--- src/rtl/simple_pkg.sv ---
// simple_pkg: shared encodings for the SIMPLE core EX->MEM stage.
//  Provides the memory-op encoding, the OUT opcode and the 7-segment encoder.
//  seg_encode maps a hex nibble to active-high segments {a,b,c,d,e,f,g,dp}.
package simple_pkg;

   typedef enum logic [1:0] {
      MEM_NONE  = 2'd0,
      MEM_READ  = 2'd1,
      MEM_WRITE = 2'd2,
      MEM_RSVD  = 2'd3
   } mem_op_e;

   localparam logic [3:0] OP_OUT = 4'b1101;

   localparam logic [7:0] SEG_LUT [16] = '{
      8'hFC, 8'h60, 8'hDA, 8'hF2, 8'h66, 8'hB6, 8'hBE, 8'hE0,
      8'hFE, 8'hF6, 8'hEE, 8'h3E, 8'h1A, 8'h7A, 8'h9E, 8'h8E
   };

   function automatic logic [7:0] seg_encode(input logic [3:0] nib);
      return SEG_LUT[nib];
   endfunction

endpackage

--- src/rtl/seg_scan.sv ---
// seg_scan: time-multiplexes a NUM_DIGITS-nibble value onto a 7-segment bank.
//  Ports:
//   clk, rst_n       clock, synchronous active-low reset
//   disp_on_i        display enable (next-state of the owner's register)
//   disp_val_i       value to show, nibble NUM_DIGITS-1 is the leftmost digit
//   seg_o            registered active-high segments of the selected digit
//   digit_sel_o      registered one-hot digit select, MSB = most significant nibble
//  seg_o/digit_sel_o are computed from the next-state index and display value so
//  they always describe the digit and value held in the registers this cycle.
module seg_scan
   import simple_pkg::*;
#(
   parameter int NUM_DIGITS = 4,
   parameter int SCAN_DIV   = 1024
) (
   input  logic                    clk,
   input  logic                    rst_n,
   input  logic                    disp_on_i,
   input  logic [4*NUM_DIGITS-1:0] disp_val_i,
   output logic [7:0]              seg_o,
   output logic [NUM_DIGITS-1:0]   digit_sel_o
);

   localparam int CW = $clog2(SCAN_DIV);
   localparam int IW = NUM_DIGITS > 1 ? $clog2(NUM_DIGITS) : 1;

   logic [CW-1:0]         cnt_q, cnt_d;
   logic [IW-1:0]         idx_q, idx_d;
   logic [NUM_DIGITS-1:0] sel_d;
   logic [3:0]            nib_d;
   logic [7:0]            seg_d;
   logic                  wrap;

   assign wrap = cnt_q == CW'(SCAN_DIV - 1);

   always_comb begin
      cnt_d = wrap ? '0 : cnt_q + 1'b1;
      idx_d = !wrap ? idx_q : idx_q == IW'(NUM_DIGITS - 1) ? '0 : idx_q + 1'b1;
      sel_d = '0;
      nib_d = '0;
      for (int k = 0; k < NUM_DIGITS; k++) begin
         sel_d[k] = idx_d == IW'(NUM_DIGITS - 1 - k);
         if (sel_d[k]) nib_d = disp_val_i[4*k +: 4];
      end
      seg_d = disp_on_i ? seg_encode(nib_d) : 8'h00;
   end

   always_ff @(posedge clk) begin
      if (!rst_n) begin
         cnt_q                   <= '0;
         idx_q                   <= '0;
         seg_o                   <= 8'h00;
         digit_sel_o             <= '0;
         digit_sel_o[NUM_DIGITS-1] <= 1'b1;
      end else begin
         cnt_q       <= cnt_d;
         idx_q       <= idx_d;
         seg_o       <= seg_d;
         digit_sel_o <= sel_d;
      end
   end

endmodule

--- src/rtl/ex_mem_stage.sv ---
// ex_mem_stage: EX->MEM pipeline register with valid/ready, flush and OUT display.
//  Ports:
//   clk, rst_n                  clock, synchronous active-low reset
//   in_valid/in_ready           upstream handshake (in_ready combinational)
//   flush                       kills held and incoming instruction
//   in_opcode, in_op_a          opcode and OUT operand
//   in_alu_result/_flags        execute results
//   in_mem_op                   0 none, 1 read, 2 write, 3 none
//   in_wr_reg, in_reg_addr      writeback control
//   in_addr, in_store_data      memory address and store data
//   out_valid/out_ready         downstream handshake
//   out_*                       registered payload; enables gated by out_valid
//   seg, digit_sel              scanned 7-segment display of the last OUT value
//  Optional macro EX_MEM_PERF_CNT_EN adds saturating stall_cnt and out_cnt ports.
module ex_mem_stage
   import simple_pkg::*;
#(
   parameter int DATA_W     = 16,
   parameter int REG_ADDR_W = 3,
   parameter int NUM_DIGITS = 4,
   parameter int SCAN_DIV   = 1024
) (
   input  logic                  clk,
   input  logic                  rst_n,
   input  logic                  in_valid,
   output logic                  in_ready,
   input  logic                  flush,
   input  logic [3:0]            in_opcode,
   input  logic [DATA_W-1:0]     in_op_a,
   input  logic [DATA_W-1:0]     in_alu_result,
   input  logic [3:0]            in_alu_flags,
   input  logic [1:0]            in_mem_op,
   input  logic                  in_wr_reg,
   input  logic [REG_ADDR_W-1:0] in_reg_addr,
   input  logic [DATA_W-1:0]     in_addr,
   input  logic [DATA_W-1:0]     in_store_data,
   output logic                  out_valid,
   input  logic                  out_ready,
   output logic [DATA_W-1:0]     out_alu_result,
   output logic [3:0]            out_alu_flags,
   output logic [REG_ADDR_W-1:0] out_reg_addr,
   output logic [DATA_W-1:0]     out_addr,
   output logic [DATA_W-1:0]     out_store_data,
   output logic                  out_wr_reg,
   output logic                  out_rd_en,
   output logic                  out_wr_en,
   output logic [7:0]            seg,
   output logic [NUM_DIGITS-1:0] digit_sel
`ifdef EX_MEM_PERF_CNT_EN
   ,
   output logic [15:0]           stall_cnt,
   output logic [15:0]           out_cnt
`endif
);

   localparam int DW = 4 * NUM_DIGITS;

   logic                  valid_q, valid_d;
   logic [DATA_W-1:0]     res_q, res_d;
   logic [3:0]            flags_q, flags_d;
   logic [REG_ADDR_W-1:0] reg_q, reg_d;
   logic [DATA_W-1:0]     addr_q, addr_d;
   logic [DATA_W-1:0]     data_q, data_d;
   logic                  wr_reg_q, wr_reg_d;
   logic                  rd_q, rd_d;
   logic                  wr_q, wr_d;
   logic [DW-1:0]         disp_val_q, disp_val_d;
   logic                  disp_on_q, disp_on_d;
   logic                  accept, is_out;

   assign in_ready = !valid_q || out_ready;
   assign accept   = in_valid && in_ready && !flush;
   assign is_out   = accept && in_opcode == OP_OUT;

   // When nothing is held, out_ready alone clearing valid is equivalent to a drain.
   always_comb begin
      valid_d    = flush ? 1'b0 : accept ? 1'b1 : out_ready ? 1'b0 : valid_q;
      res_d      = accept ? in_alu_result : res_q;
      flags_d    = accept ? in_alu_flags : flags_q;
      reg_d      = accept ? in_reg_addr : reg_q;
      addr_d     = accept ? in_addr : addr_q;
      data_d     = accept ? in_store_data : data_q;
      wr_reg_d   = accept ? in_wr_reg : wr_reg_q;
      rd_d       = accept ? in_mem_op == MEM_READ : rd_q;
      wr_d       = accept ? in_mem_op == MEM_WRITE : wr_q;
      disp_val_d = is_out ? in_op_a[DW-1:0] : disp_val_q;
      disp_on_d  = is_out || disp_on_q;
   end

   always_ff @(posedge clk) begin
      if (!rst_n) begin
         valid_q    <= 1'b0;
         res_q      <= '0;
         flags_q    <= '0;
         reg_q      <= '0;
         addr_q     <= '0;
         data_q     <= '0;
         wr_reg_q   <= 1'b0;
         rd_q       <= 1'b0;
         wr_q       <= 1'b0;
         disp_val_q <= '0;
         disp_on_q  <= 1'b0;
      end else begin
         valid_q    <= valid_d;
         res_q      <= res_d;
         flags_q    <= flags_d;
         reg_q      <= reg_d;
         addr_q     <= addr_d;
         data_q     <= data_d;
         wr_reg_q   <= wr_reg_d;
         rd_q       <= rd_d;
         wr_q       <= wr_d;
         disp_val_q <= disp_val_d;
         disp_on_q  <= disp_on_d;
      end
   end

   assign out_valid      = valid_q;
   assign out_alu_result = res_q;
   assign out_alu_flags  = flags_q;
   assign out_reg_addr   = reg_q;
   assign out_addr       = addr_q;
   assign out_store_data = data_q;
   assign out_wr_reg     = wr_reg_q && valid_q;
   assign out_rd_en      = rd_q && valid_q;
   assign out_wr_en      = wr_q && valid_q;

   // The scanner registers seg from next-state display values so a new OUT
   // value appears on the same edge that latches it.
   seg_scan #(
      .NUM_DIGITS (NUM_DIGITS),
      .SCAN_DIV   (SCAN_DIV)
   ) u_scan (
      .clk         (clk),
      .rst_n       (rst_n),
      .disp_on_i   (disp_on_d),
      .disp_val_i  (disp_val_d),
      .seg_o       (seg),
      .digit_sel_o (digit_sel)
   );

`ifdef EX_MEM_PERF_CNT_EN
   logic [15:0] stall_q, stall_d;
   logic [15:0] ocnt_q, ocnt_d;

   always_comb begin
      stall_d = valid_q && !out_ready && stall_q != 16'hFFFF ? stall_q + 1'b1 : stall_q;
      ocnt_d  = is_out && ocnt_q != 16'hFFFF ? ocnt_q + 1'b1 : ocnt_q;
   end

   always_ff @(posedge clk) begin
      if (!rst_n) begin
         stall_q <= '0;
         ocnt_q  <= '0;
      end else begin
         stall_q <= stall_d;
         ocnt_q  <= ocnt_d;
      end
   end

   assign stall_cnt = stall_q;
   assign out_cnt   = ocnt_q;
`endif

endmodule

--- config.mk ---
export PLATFORM = sky130hd
export DESIGN_NAME = ex_mem_stage
export DESIGN_NICKNAME = d
export VERILOG_FILES = /design/src/rtl/simple_pkg.sv /design/src/rtl/seg_scan.sv /design/src/rtl/ex_mem_stage.sv
export SDC_FILE = /design/constraint.sdc
export NUM_CORES = 1
export LEC_CHECK = 0
export ABC_CLOCK_PERIOD_IN_PS = 8400
export BUFFER_PORTS_ARGS = -buffer_cell sky130_fd_sc_hd__buf_4
export CAP_MARGIN = 10
export CORE_ASPECT_RATIO = 0.75
export CORE_MARGIN = 10
export CORE_UTILIZATION = 53
export CTS_CLUSTER_DIAMETER = 50
export DETAILED_ROUTE_END_ITERATION = 10
export GPL_ROUTABILITY_DRIVEN = 0
export PLACE_DENSITY = 0.83
export SLEW_MARGIN = 20
export SYNTH_ARGS = -nofsm -noshare
export SYNTH_HDL_FRONTEND = slang
export SYNTH_SLANG_ARGS = --single-unit
--- constraint.sdc ---
create_clock -name clk -period 8.4 [get_ports clk]
set_input_delay 0.42 -clock clk [delete_from_list [all_inputs] [get_ports clk]]
set_output_delay 0.42 -clock clk [all_outputs]
set_load 0.01 [all_outputs]
==> impl_metrics.toml, run 1 <==
[outcome]
status = "finished clean"

[yosys]
synth-main-ff-cell = "dfxtp_1"
async_reset_ff_share_pct = 0
syn_nets = 566
postSynthCellCount = 474
synth_simple_gate_area_share_pct = 21.3
synth_area_um2 = 4200
yosysWarnings = 0
netlist-cell-type-count = 45
synthMuxAreaShare_pct = 5.84
syn_avg_cell_area_um2 = 8.86
synth-seq-area-share_pct = 47.2
synth-edff-count = 0
synth_compound_area_share_pct = 17.9
synth_top_family_by_area = "simple AND/OR/NAND/NOR gates"
synthAdderAreaFrac_pct = 2.68
ys_ff_latch = 99
synth_xor_area_share_pct = 1.46

[route]
routed_wl_um = 11800
vias_per_cell = 5.22
drc = 0
wl_met3_um = 1150
maxUsedRoutingLayer = "met4"
first_pass_iters = 5
wl_per_cell_um = 16.4
vias = 3757
detail-route-antenna-nets = 0
dr_wl_met2_um = 5670
drtIter0Drc = 289
drt-met1-wl_um = 5000

[power]
power_uw = 887
clkPwrFrac_pct = 33.2
powerDensity_nw_per_um2 = 159
pwr-share-comb_pct = 11.3
power_leakage_nw = 2.52
intPower_uw = 661
p_sw_share_pct = 25.6
ir_drop_mv = 0.0943
seqPwrFrac_pct = 55.5
p_sw_uw = 227

[critical_path]
critical_path_class = "flip-flop to flip-flop"
rr_startpoint = "out_valid$_SDFFE_PP0P_"
critPathTopFamily = "simple AND/OR/NAND/NOR gates"
cp-end-kind = "flip-flop"
r2r-end = "u_scan.seg_o[7]$_SDFF_PN0_"
crit_slowest_cell = "or4_1"
arrival_ns = 3.98
cp_slowest_stage_delay_ns = 0.71
cp_cell_sequence = "nand2b_1 -> and2_2 -> buf_4 -> nand2_1 -> o211a_1 -> or4_1 -> ha_1 -> a2111oi_0 -> a211o_1"
cp.required_ns = 8.71
endpoint = "u_scan.seg_o[7]$_SDFF_PN0_"
r2r_cells = 9
start_kind = "flip-flop"
path_buf_inv = 1
crit_path_start = "out_valid$_SDFFE_PP0P_"
r2r_slack_ns = 4.73
crit_fanout = 59
crit_cells = 9

[placed_design]
hpwlAfterDp_um = 8900
portBuffers = 153

[grt]
grt_pass1_wl_um = 18700
grt_max_degree = 84
grt_pass1_vias = 3590
grt_usage_pct = 19.2
grt_overflow_total = 0
antenna_found_initial = 0

[sta]
min_period_over_period_pct = 43.6
period_minus_slack_ns = 3.67
grt_setup_unrepaired = "no"
worst_slew_pin_slew_ns = 0.859
final-hold-violation-count = 0
setup_viol = 0
maxSlewViolCount = 0
slew_headroom_pct = 42.7
final.setup.tns_ns = 0
fmax_ghz = 0.273
finClkSkew_ns = 0.00914

[clock_tree]
cts-root-buf = "clkbuf_8"
cts_tree = "yes"
clock-sinks = 99
clk_pin_slew_ns = 0.10
htree_levels = 3
numCtsBuffers = 9
clock_path_buffers = 2
hold_buffers = 0
cts_setup_buffers = 0
cts_resized = 0
clk_latency_ns = 0.36

[run]
cap_violations = 0

[finish]
areaGrowthSynthToFinish_pct = 32.8
fillers = 633
final_cell_mix = "buf_4 (154), nand2_1 (136), dfxtp_1 (99)"
drive_gt1_share_pct = 30.6
diodes = 0
final_common_cell = "buf_4"
final_nets = 702

[floorplanning]
core_area_um2 = 7810
die_w_um = 123
die_y_um = 97.1
num_io_pins = 155
dieArea_um2 = 11900
std_cell_rows = 28
start_util_pct = 53.7

[worst_hold_path]
worstHoldStart = "flush"
hold_path.class = "input pin to flip-flop"
-- cells in the mapped netlist (3+ instances only) --
library cell / count / area (um2)
nor3_1: 9 / 45.0
ha_1: 9 / 113
inv_1: 8 / 30.0
and2_1: 15 / 93.8
and3_1: 3 / 18.8
nor2_1: 12 / 45.0
a21oi_1: 12 / 60.1
o211ai_1: 4 / 30.0
nand3_1: 4 / 20.0
dfxtp_1: 99 / 1980
buf_2: 3 / 15.0
nand2_1: 137 / 514
mux2i_1: 11 / 110
buf_1: 3 / 11.3
nand4_1: 4 / 25.0
xor2_1: 5 / 43.8
a21boi_0: 67 / 503
clkbuf_1: 22 / 82.6
o211a_1: 4 / 40.0
mux2_2: 11 / 124
-- power by group through the flow --
stage / combinational [mW] / sequential (mW) / clock, mW
global route: 0.110 / 0.494 / 0.325
floorplan: 0.0356 / 0.508 / 0
global placement: 0.0986 / 0.503 / 0
CTS: 0.101 / 0.493 / 0.304
finish: 0.100 / 0.493 / 0.295
detailed placement: 0.101 / 0.504 / 0
-- metrics by stage --
| step | area, um2 | worst slack [ns] | std cells | hold WS (ns) | util (%) |
|---|---|---|---|---|---|
| 6_report | 5570 | 4.73 | 720 | 0.294 | 71.3 |
| 5_1_grt | 5570 | 4.52 | 720 | 0.273 | 71.3 |
| 4_1_cts | 5570 | 4.88 | 720 | 0.275 | 71.3 |
| 3_5_place_dp | 5370 | 4.67 | 704 | 0.459 | 68.8 |
| 3_3_place_gp | 5370 | 4.89 | 704 | 0.433 | 68.8 |
| 2_1_floorplan | 4200 | 5.43 | 474 | 0.418 | - |
-- worst min-delay path by stage --
stage                                                  to  slack (ns)  cells past startpoint
after floorplan                u_scan.cnt_q[0]$_SDFF_PP0_        0.42                      1
after global placement         u_scan.cnt_q[0]$_SDFF_PP0_        0.43                      1
after CTS                          out_valid$_SDFFE_PP0P_        0.27                      3
after global routing      out_store_data[12]$_SDFFE_PN0P_        0.27                      3
final                              out_valid$_SDFFE_PP0P_        0.29                      3
after detailed placement   out_store_data[8]$_SDFFE_PN0P_        0.46                      2
-- worst min-delay path: stages --
cell and delay [ns]:
buf_4 0.08, nand2b_1 0.08, a21oi_1 0.04
-- routing by layer --
metal | global-route usage, % | up-vias
met5 | 0 | -
met4 | 3.44 | 0
met3 | 7.43 | 4
met2 | 31.6 | 127
met1 | 23.2 | 1758
li1 | - | 1868
-- state kept, by name, summed over array words and instances, names as in the netlist --
| name | count |
|---|---|
| disp_on_q | 1 |
| disp_val_q | 16 |
| out_addr | 16 |
| out_alu_flags | 4 |
| out_alu_result | 16 |
| out_reg_addr | 3 |
| out_store_data | 16 |
| out_valid | 1 |
| rd_q | 1 |
| u_scan.cnt_q | 10 |
| u_scan.digit_sel_o | 4 |
| u_scan.idx_q | 2 |
| u_scan.seg_o | 7 |
| wr_q | 1 |
| wr_reg_q | 1 |
-- cell families after synthesis --
kind of cell | Yosys count
AOI/OAI and AO/OA | 99
xor gates and xnor gates | 7
adders and majority gates | 9
buffers and inverters | 37
DFF | 99
muxes | 23
other | 1
and+or+nand+nor | 199
-- layout make-up --
type | instances | area (um2) | share of cell area, %
Multi-Input combinational cell | 338 | 2080 | 37.3
Clock inverter | 6 | 57.6 | 1.03
Clock buffer | 10 | 138 | 2.47
Tap cell | 105 | 131 | 2.36
Sequential cell | 99 | 1980 | 35.6
Timing Repair Buffer | 154 | 1160 | 20.7
Inverter | 8 | 30.0 | 0.539
No activity file was read; power rests on OpenSTA's default activity.
==> inputs of run 2 (changes only) <==
--- a/config.mk
+++ b/config.mk
@@ -5,16 +5,16 @@
 export SDC_FILE = /design/constraint.sdc
 export NUM_CORES = 1
 export LEC_CHECK = 0
-export ABC_CLOCK_PERIOD_IN_PS = 8400
+export ABC_CLOCK_PERIOD_IN_PS = 3300
 export BUFFER_PORTS_ARGS = -buffer_cell sky130_fd_sc_hd__buf_4
 export CAP_MARGIN = 10
 export CORE_ASPECT_RATIO = 0.75
 export CORE_MARGIN = 10
-export CORE_UTILIZATION = 53
+export CORE_UTILIZATION = 44
 export CTS_CLUSTER_DIAMETER = 50
 export DETAILED_ROUTE_END_ITERATION = 10
 export GPL_ROUTABILITY_DRIVEN = 0
-export PLACE_DENSITY = 0.83
+export PLACE_DENSITY = 0.73
 export SLEW_MARGIN = 20
 export SYNTH_ARGS = -nofsm -noshare
 export SYNTH_HDL_FRONTEND = slang
==> constraint.sdc (replaced) <==
create_clock -name clk -period 3.3 [get_ports clk]
set_input_delay 0.165 -clock clk [delete_from_list [all_inputs] [get_ports clk]]
set_output_delay 0.165 -clock clk [all_outputs]
set_load 0.01 [all_outputs]
==> run 2 against run 1 <==
Effect of this change: sequential power grew to 2.5 times the previous value; fmax grew 19%; largest cell class unchanged; critical path depth rose by 1; hold slack got worse by 0.22 ns; worst setup slack worse by 4.5 ns; non-clock buffer count up 6; critical endpoint unchanged; sequential share of layout area is 1.4 points lower; clock skew is 0.0022 ns lower.
==> impl_metrics.toml, run 2 (same netlist as run 1, synthesis figures left out) <==
[outcome]
status = "finished clean"

[sta]
finClkSkew_ns = 0.00690
final-hold-violation-count = 0
slew_headroom_pct = 42.9
min_period_over_period_pct = 93.7
grt_setup_unrepaired = "no"
fmax_ghz = 0.323
final.setup.tns_ns = 0
period_minus_slack_ns = 3.09
setup_viol = 0
worst_slew_pin_slew_ns = 0.857
maxSlewViolCount = 0

[floorplanning]
std_cell_rows = 30
die_y_um = 105
core_area_um2 = 9160
dieArea_um2 = 13900
start_util_pct = 45.8
num_io_pins = 155
die_w_um = 133

[route]
vias = 3748
wl_per_cell_um = 16.5
drtIter0Drc = 317
vias_per_cell = 5.01
detail-route-antenna-nets = 0
drc = 0
first_pass_iters = 4
routed_wl_um = 12300

[finish]
final_cell_mix = "buf_4 (160), nand2_1 (136), dfxtp_1 (99)"
areaGrowthSynthToFinish_pct = 38.1
drive_gt1_share_pct = 31.9
fillers = 790
fin_util_pct = 63.3
diodes = 0
final_common_cell = "buf_4"
final_nets = 708

[clock_tree]
cts_tree = "yes"
clock-sinks = 99
clk_latency_ns = 0.34
cts-root-buf = "clkbuf_16"
numCtsBuffers = 9
clock_path_buffers = 2
htree_levels = 3
clk_pin_slew_ns = 0.06
hold_buffers = 0

[power]
ir_drop_mv = 0.309
clkPwrFrac_pct = 42.9
power_leakage_nw = 2.61
seqPwrFrac_pct = 47.5
intPower_mw = 2.07
power_mw = 2.64
p_sw_uw = 570
pwr-share-comb_pct = 9.7
p_sw_share_pct = 21.6
powerDensity_nw_per_um2 = 456

[critical_path]
endpoint = "u_scan.seg_o[7]$_SDFF_PN0_"
crit_cells = 10
rr_startpoint = "u_scan.cnt_q[0]$_SDFF_PP0_"
path_buf_inv = 1
crit_slowest_cell = "or4_4"
cp.required_ns = 3.53
cp_cell_sequence = "ha_1 -> nand4_1 -> o41ai_4 -> a21oi_1 -> o211a_1 -> or4_4 -> inv_1 -> ha_2 -> mux2i_1 -> a211o_1"
r2r_slack_ns = 0.21
critPathTopFamily = "compound AO/OA/AOI/OAI gates"
cp_slowest_stage_delay_ns = 0.58
r2r_cells = 10
start_kind = "flip-flop"
arrival_ns = 3.32
critical_path_class = "flip-flop to flip-flop"
crit_path_start = "u_scan.cnt_q[0]$_SDFF_PP0_"
crit_fanout = 5
cp-end-kind = "flip-flop"
r2r-end = "u_scan.seg_o[7]$_SDFF_PN0_"

[worst_hold_path]
min_delay_path_depth = 3
worstHoldStart = "in_valid"
hold_path.class = "input pin to flip-flop"

[grt]
grt_pass1_vias = 3470
antenna_found_initial = 0
grt_pass1_wl_um = 19000
grt_max_degree = 84
grt_usage_pct = 16.7
grt_overflow_total = 0

[placed_design]
portBuffers = 153
hpwlAfterDp_um = 9100

[run]
cap_violations = 0
==> run 2: changes by cell type in the layout (fill, tap and decap cells not counted), sizes merged <==
cell    before  now
buf        154  160
bufinv       0    2
clkbuf      10   11
clkinv       4    2
inv         10    8
==> run 2: routing by layer <==
layer | global-route usage, % | vias up | wire (um)
met1 | 21.4 | 1713 | 5850
met5 | 0 | - | 0
met2 | 26.6 | 138 | 5600
li1 | - | 1880 | -
met3 | 5.26 | 17 | 694
met4 | 4.08 | 0 | 170
==> run 2: through the flow <==
step | setup WS [ns] | cell area [um2] | hold slack (ns) | std cells
after floorplan | 0.331 | 4200 | 0.290 | 474
after global placement | 0.342 | 5440 | 0.412 | 732
after detailed placement | 0.130 | 5440 | 0.422 | 732
after CTS | 0.0744 | 5770 | 0.0611 | 747
after global routing | 0.0316 | 5800 | 0.0700 | 748
final | 0.209 | 5800 | 0.0715 | 748
==> run 2: power groups by stage <==
stage / clock [mW] / combinational (mW) / sequential, mW
floorplan: 0 / 0.0905 / 1.29
global placement: 0 / 0.253 / 1.28
detailed placement: 0 / 0.257 / 1.28
CTS: 1.16 / 0.258 / 1.25
global route: 1.21 / 0.281 / 1.26
finish: 1.13 / 0.256 / 1.25
==> run 2: layout make-up <==
| class | instances | area, um2 | share of cell area, % |
|---|---|---|---|
| multi-input cells | 338 | 2100 | 36.2 |
| repair buffers | 160 | 1200 | 20.7 |
| well taps | 128 | 160 | 2.76 |
| flip-flops and latches | 99 | 1980 | 34.2 |
| inverters | 8 | 30.0 | 0.518 |
| clock inverters | 4 | 73.8 | 1.27 |
| clock buffers | 11 | 253 | 4.36 |
==> run 2: worst register-to-register path: stages (launching register included) <==
cell	delay, ns
dfxtp_1	0.35
ha_1	0.25
nand4_1	0.25
o41ai_4	0.45
a21oi_1	0.12
o211a_1	0.25
or4_4	0.58
inv_1	0.14
ha_2	0.23
mux2i_1	0.08
a211o_1	0.29
==> run 2: repair_timing <==
| action | CTS | global route |
|---|---|---|
| endpoints found under the setup margin | 0 | 2 |
| gates resized for setup | 0 | 7 |
| setup buffers | 0 | 1 |
==> run 2: worst min-delay path by stage <==
stage	slack, ns	endpoint
global placement	0.41	out_valid$_SDFFE_PP0P_
floorplan	0.29	out_valid$_SDFFE_PP0P_
CTS	0.06	out_valid$_SDFFE_PP0P_
detailed placement	0.42	out_valid$_SDFFE_PP0P_
global route	0.07	out_valid$_SDFFE_PP0P_
finish	0.07	out_valid$_SDFFE_PP0P_
==> inputs of run 3 (changes only) <==
--- a/config.mk
+++ b/config.mk
@@ -8,9 +8,11 @@
 export ABC_CLOCK_PERIOD_IN_PS = 3300
 export BUFFER_PORTS_ARGS = -buffer_cell sky130_fd_sc_hd__buf_4
 export CAP_MARGIN = 10
+export CELL_PAD_IN_SITES_DETAIL_PLACEMENT = 1
+export CELL_PAD_IN_SITES_GLOBAL_PLACEMENT = 2
 export CORE_ASPECT_RATIO = 0.75
 export CORE_MARGIN = 10
-export CORE_UTILIZATION = 44
+export CORE_UTILIZATION = 25
 export CTS_CLUSTER_DIAMETER = 50
 export DETAILED_ROUTE_END_ITERATION = 10
 export GPL_ROUTABILITY_DRIVEN = 0
==> run 3 against run 2 <==
Effect of this change: final cell count grew 12%; fmax down 0.67%; global-route usage is 4.2 points lower; clock-buffer cell count unchanged; routed wire length is 16% higher; critical path type unchanged; critical endpoint unchanged; largest cell class unchanged.
==> impl_metrics.toml, run 3 (same netlist as run 1, synthesis figures left out) <==
[finish]
fillers = 1917
regArea_um2 = 1980
areaGrowthSynthToFinish_pct = 41.2
final_cells = 837
final_nets = 714
diodes = 0
final_common_cell = "buf_4"
drive_gt1_share_pct = 31.7
multi_input_area_um2 = 2090
fin_util_pct = 36.4
final_cell_mix = "buf_4 (166), nand2_1 (136), dfxtp_1 (99)"

[sta]
worst_slew_pin_slew_ns = 0.760
fmax_ghz = 0.321
period_minus_slack_ns = 3.11
min_period_over_period_pct = 94.3
timing.final.ws_setup_ns = 0.188
final.setup.tns_ns = 0
final-hold-violation-count = 0
maxSlewViolCount = 0
setup_viol = 0
slew_headroom_pct = 49.3
finClkSkew_ns = 0.00774

[placed_design]
portBuffers = 153
pre_cts_slack_ns = 0.0553
dp.cells = 817
hpwlAfterDp_um = 10800

[grt]
grt_pass1_vias = 3916
gr-usage-met1_pct = 16.5
grt_max_degree = 68
antenna_found_initial = 0
top_usage_layer = "met2"
grt_pass1_wl_um = 22500
grt_use_met2_pct = 19.0
grt_overflow_total = 0
use_met3_pct = 4.16
grt_usage_pct = 12.5

[clock_tree]
clk_latency_ns = 0.35
htree_levels = 3
clock_path_buffers = 2
clk_pin_slew_ns = 0.07
numCtsBuffers = 9
hold_buffers = 0
cts-root-buf = "clkbuf_16"
clock-sinks = 99
cts_tree = "yes"

[route]
drtIter0Drc = 199
detail-route-antenna-nets = 0
vias = 3792
vias_per_cell = 4.53
wl_per_cell_um = 17.1
routed_wl_um = 14300
first_pass_iters = 4
drc = 0

[critical_path]
start_kind = "flip-flop"
crit_slowest_cell = "or4_4"
crit_cells = 9
critPathMostFrequentCell = "ha_1"
crit_fanout = 9
rr_startpoint = "u_scan.cnt_q[0]$_SDFF_PP0_"
crit_path_start = "u_scan.cnt_q[0]$_SDFF_PP0_"
arrival_ns = 3.41
cp_slowest_stage_delay_ns = 0.61
r2r_cells = 9
critical_path_class = "flip-flop to flip-flop"
path_buf_inv = 0
cp_cell_sequence = "ha_1 -> nand4_1 -> o41ai_4 -> a21oi_1 -> o211a_1 -> or4_4 -> ha_1 -> a2111oi_1 -> a211o_1"
cp-end-kind = "flip-flop"
critPathTopFamily = "compound AO/OA/AOI/OAI gates"
cp.required_ns = 3.60

[worst_hold_path]
worstHoldStart = "in_valid"
min_delay_path_depth = 3
hold_path.class = "input pin to flip-flop"

[power]
power_mw = 2.67
ir_drop_mv = 0.225
powerDensity_nw_per_um2 = 450
power_leakage_nw = 2.65

[floorplanning]
num_io_pins = 155
die_w_um = 170
core_area_um2 = 16300
start_util_pct = 25.8
die_y_um = 132
dieArea_um2 = 22400
std_cell_rows = 40

[run]
cap_violations = 0

[outcome]
status = "finished clean"
## run 3: area by class of cell
type	count	area share (%)
Clock buffer	11	3.93
Multi-Input combinational cell	338	35.2
Clock inverter	5	1.46
Timing Repair Buffer	166	21.0
Inverter	8	0.507
Sequential cell	99	33.4
Tap cell	210	4.43
## run 3: path summary, 6_finish.rpt
check                          endpoint  slack, ns
max          u_scan.seg_o[7]$_SDFF_PN0_       0.19
min              out_valid$_SDFFE_PP0P_       0.07
max reg2reg  u_scan.seg_o[7]$_SDFF_PN0_       0.19
min reg2reg  u_scan.cnt_q[0]$_SDFF_PP0_       0.46
## run 3: what timing repair did
action	CTS	global route
buffers inserted	0	4
endpoints found under the hold margin	0	0
gates resized for setup	0	4
endpoints found under the setup margin	0	5
## run 3: through the flow
stage | hold WS (ns) | cell area, um2
floorplan | 0.290 | 4200
global placement | 0.428 | 5560
detailed placement | 0.428 | 5560
CTS | 0.0457 | 5880
global route | 0.0663 | 5930
finish | 0.0663 | 5930
## run 3: report_power, final
group          total (mW)  internal [mW]  leakage, nW  switching [mW]
combinational       0.266          0.141         1.69           0.125
clock                1.15          0.671        0.154           0.478
sequential           1.25           1.23        0.805          0.0206
## run 3: per-layer routing
metal  share of wire (%)  wire length (um)
met4                0.87               125
met2                  45              6390
met3                 6.4               910
met5                   0                 0
met1                  48              6880
## run 3: tightest hold or removal path: cells and delay by family
kind	cells	cell delay [ns]
compound gates	1	0.05
buf+inv	2	0.15
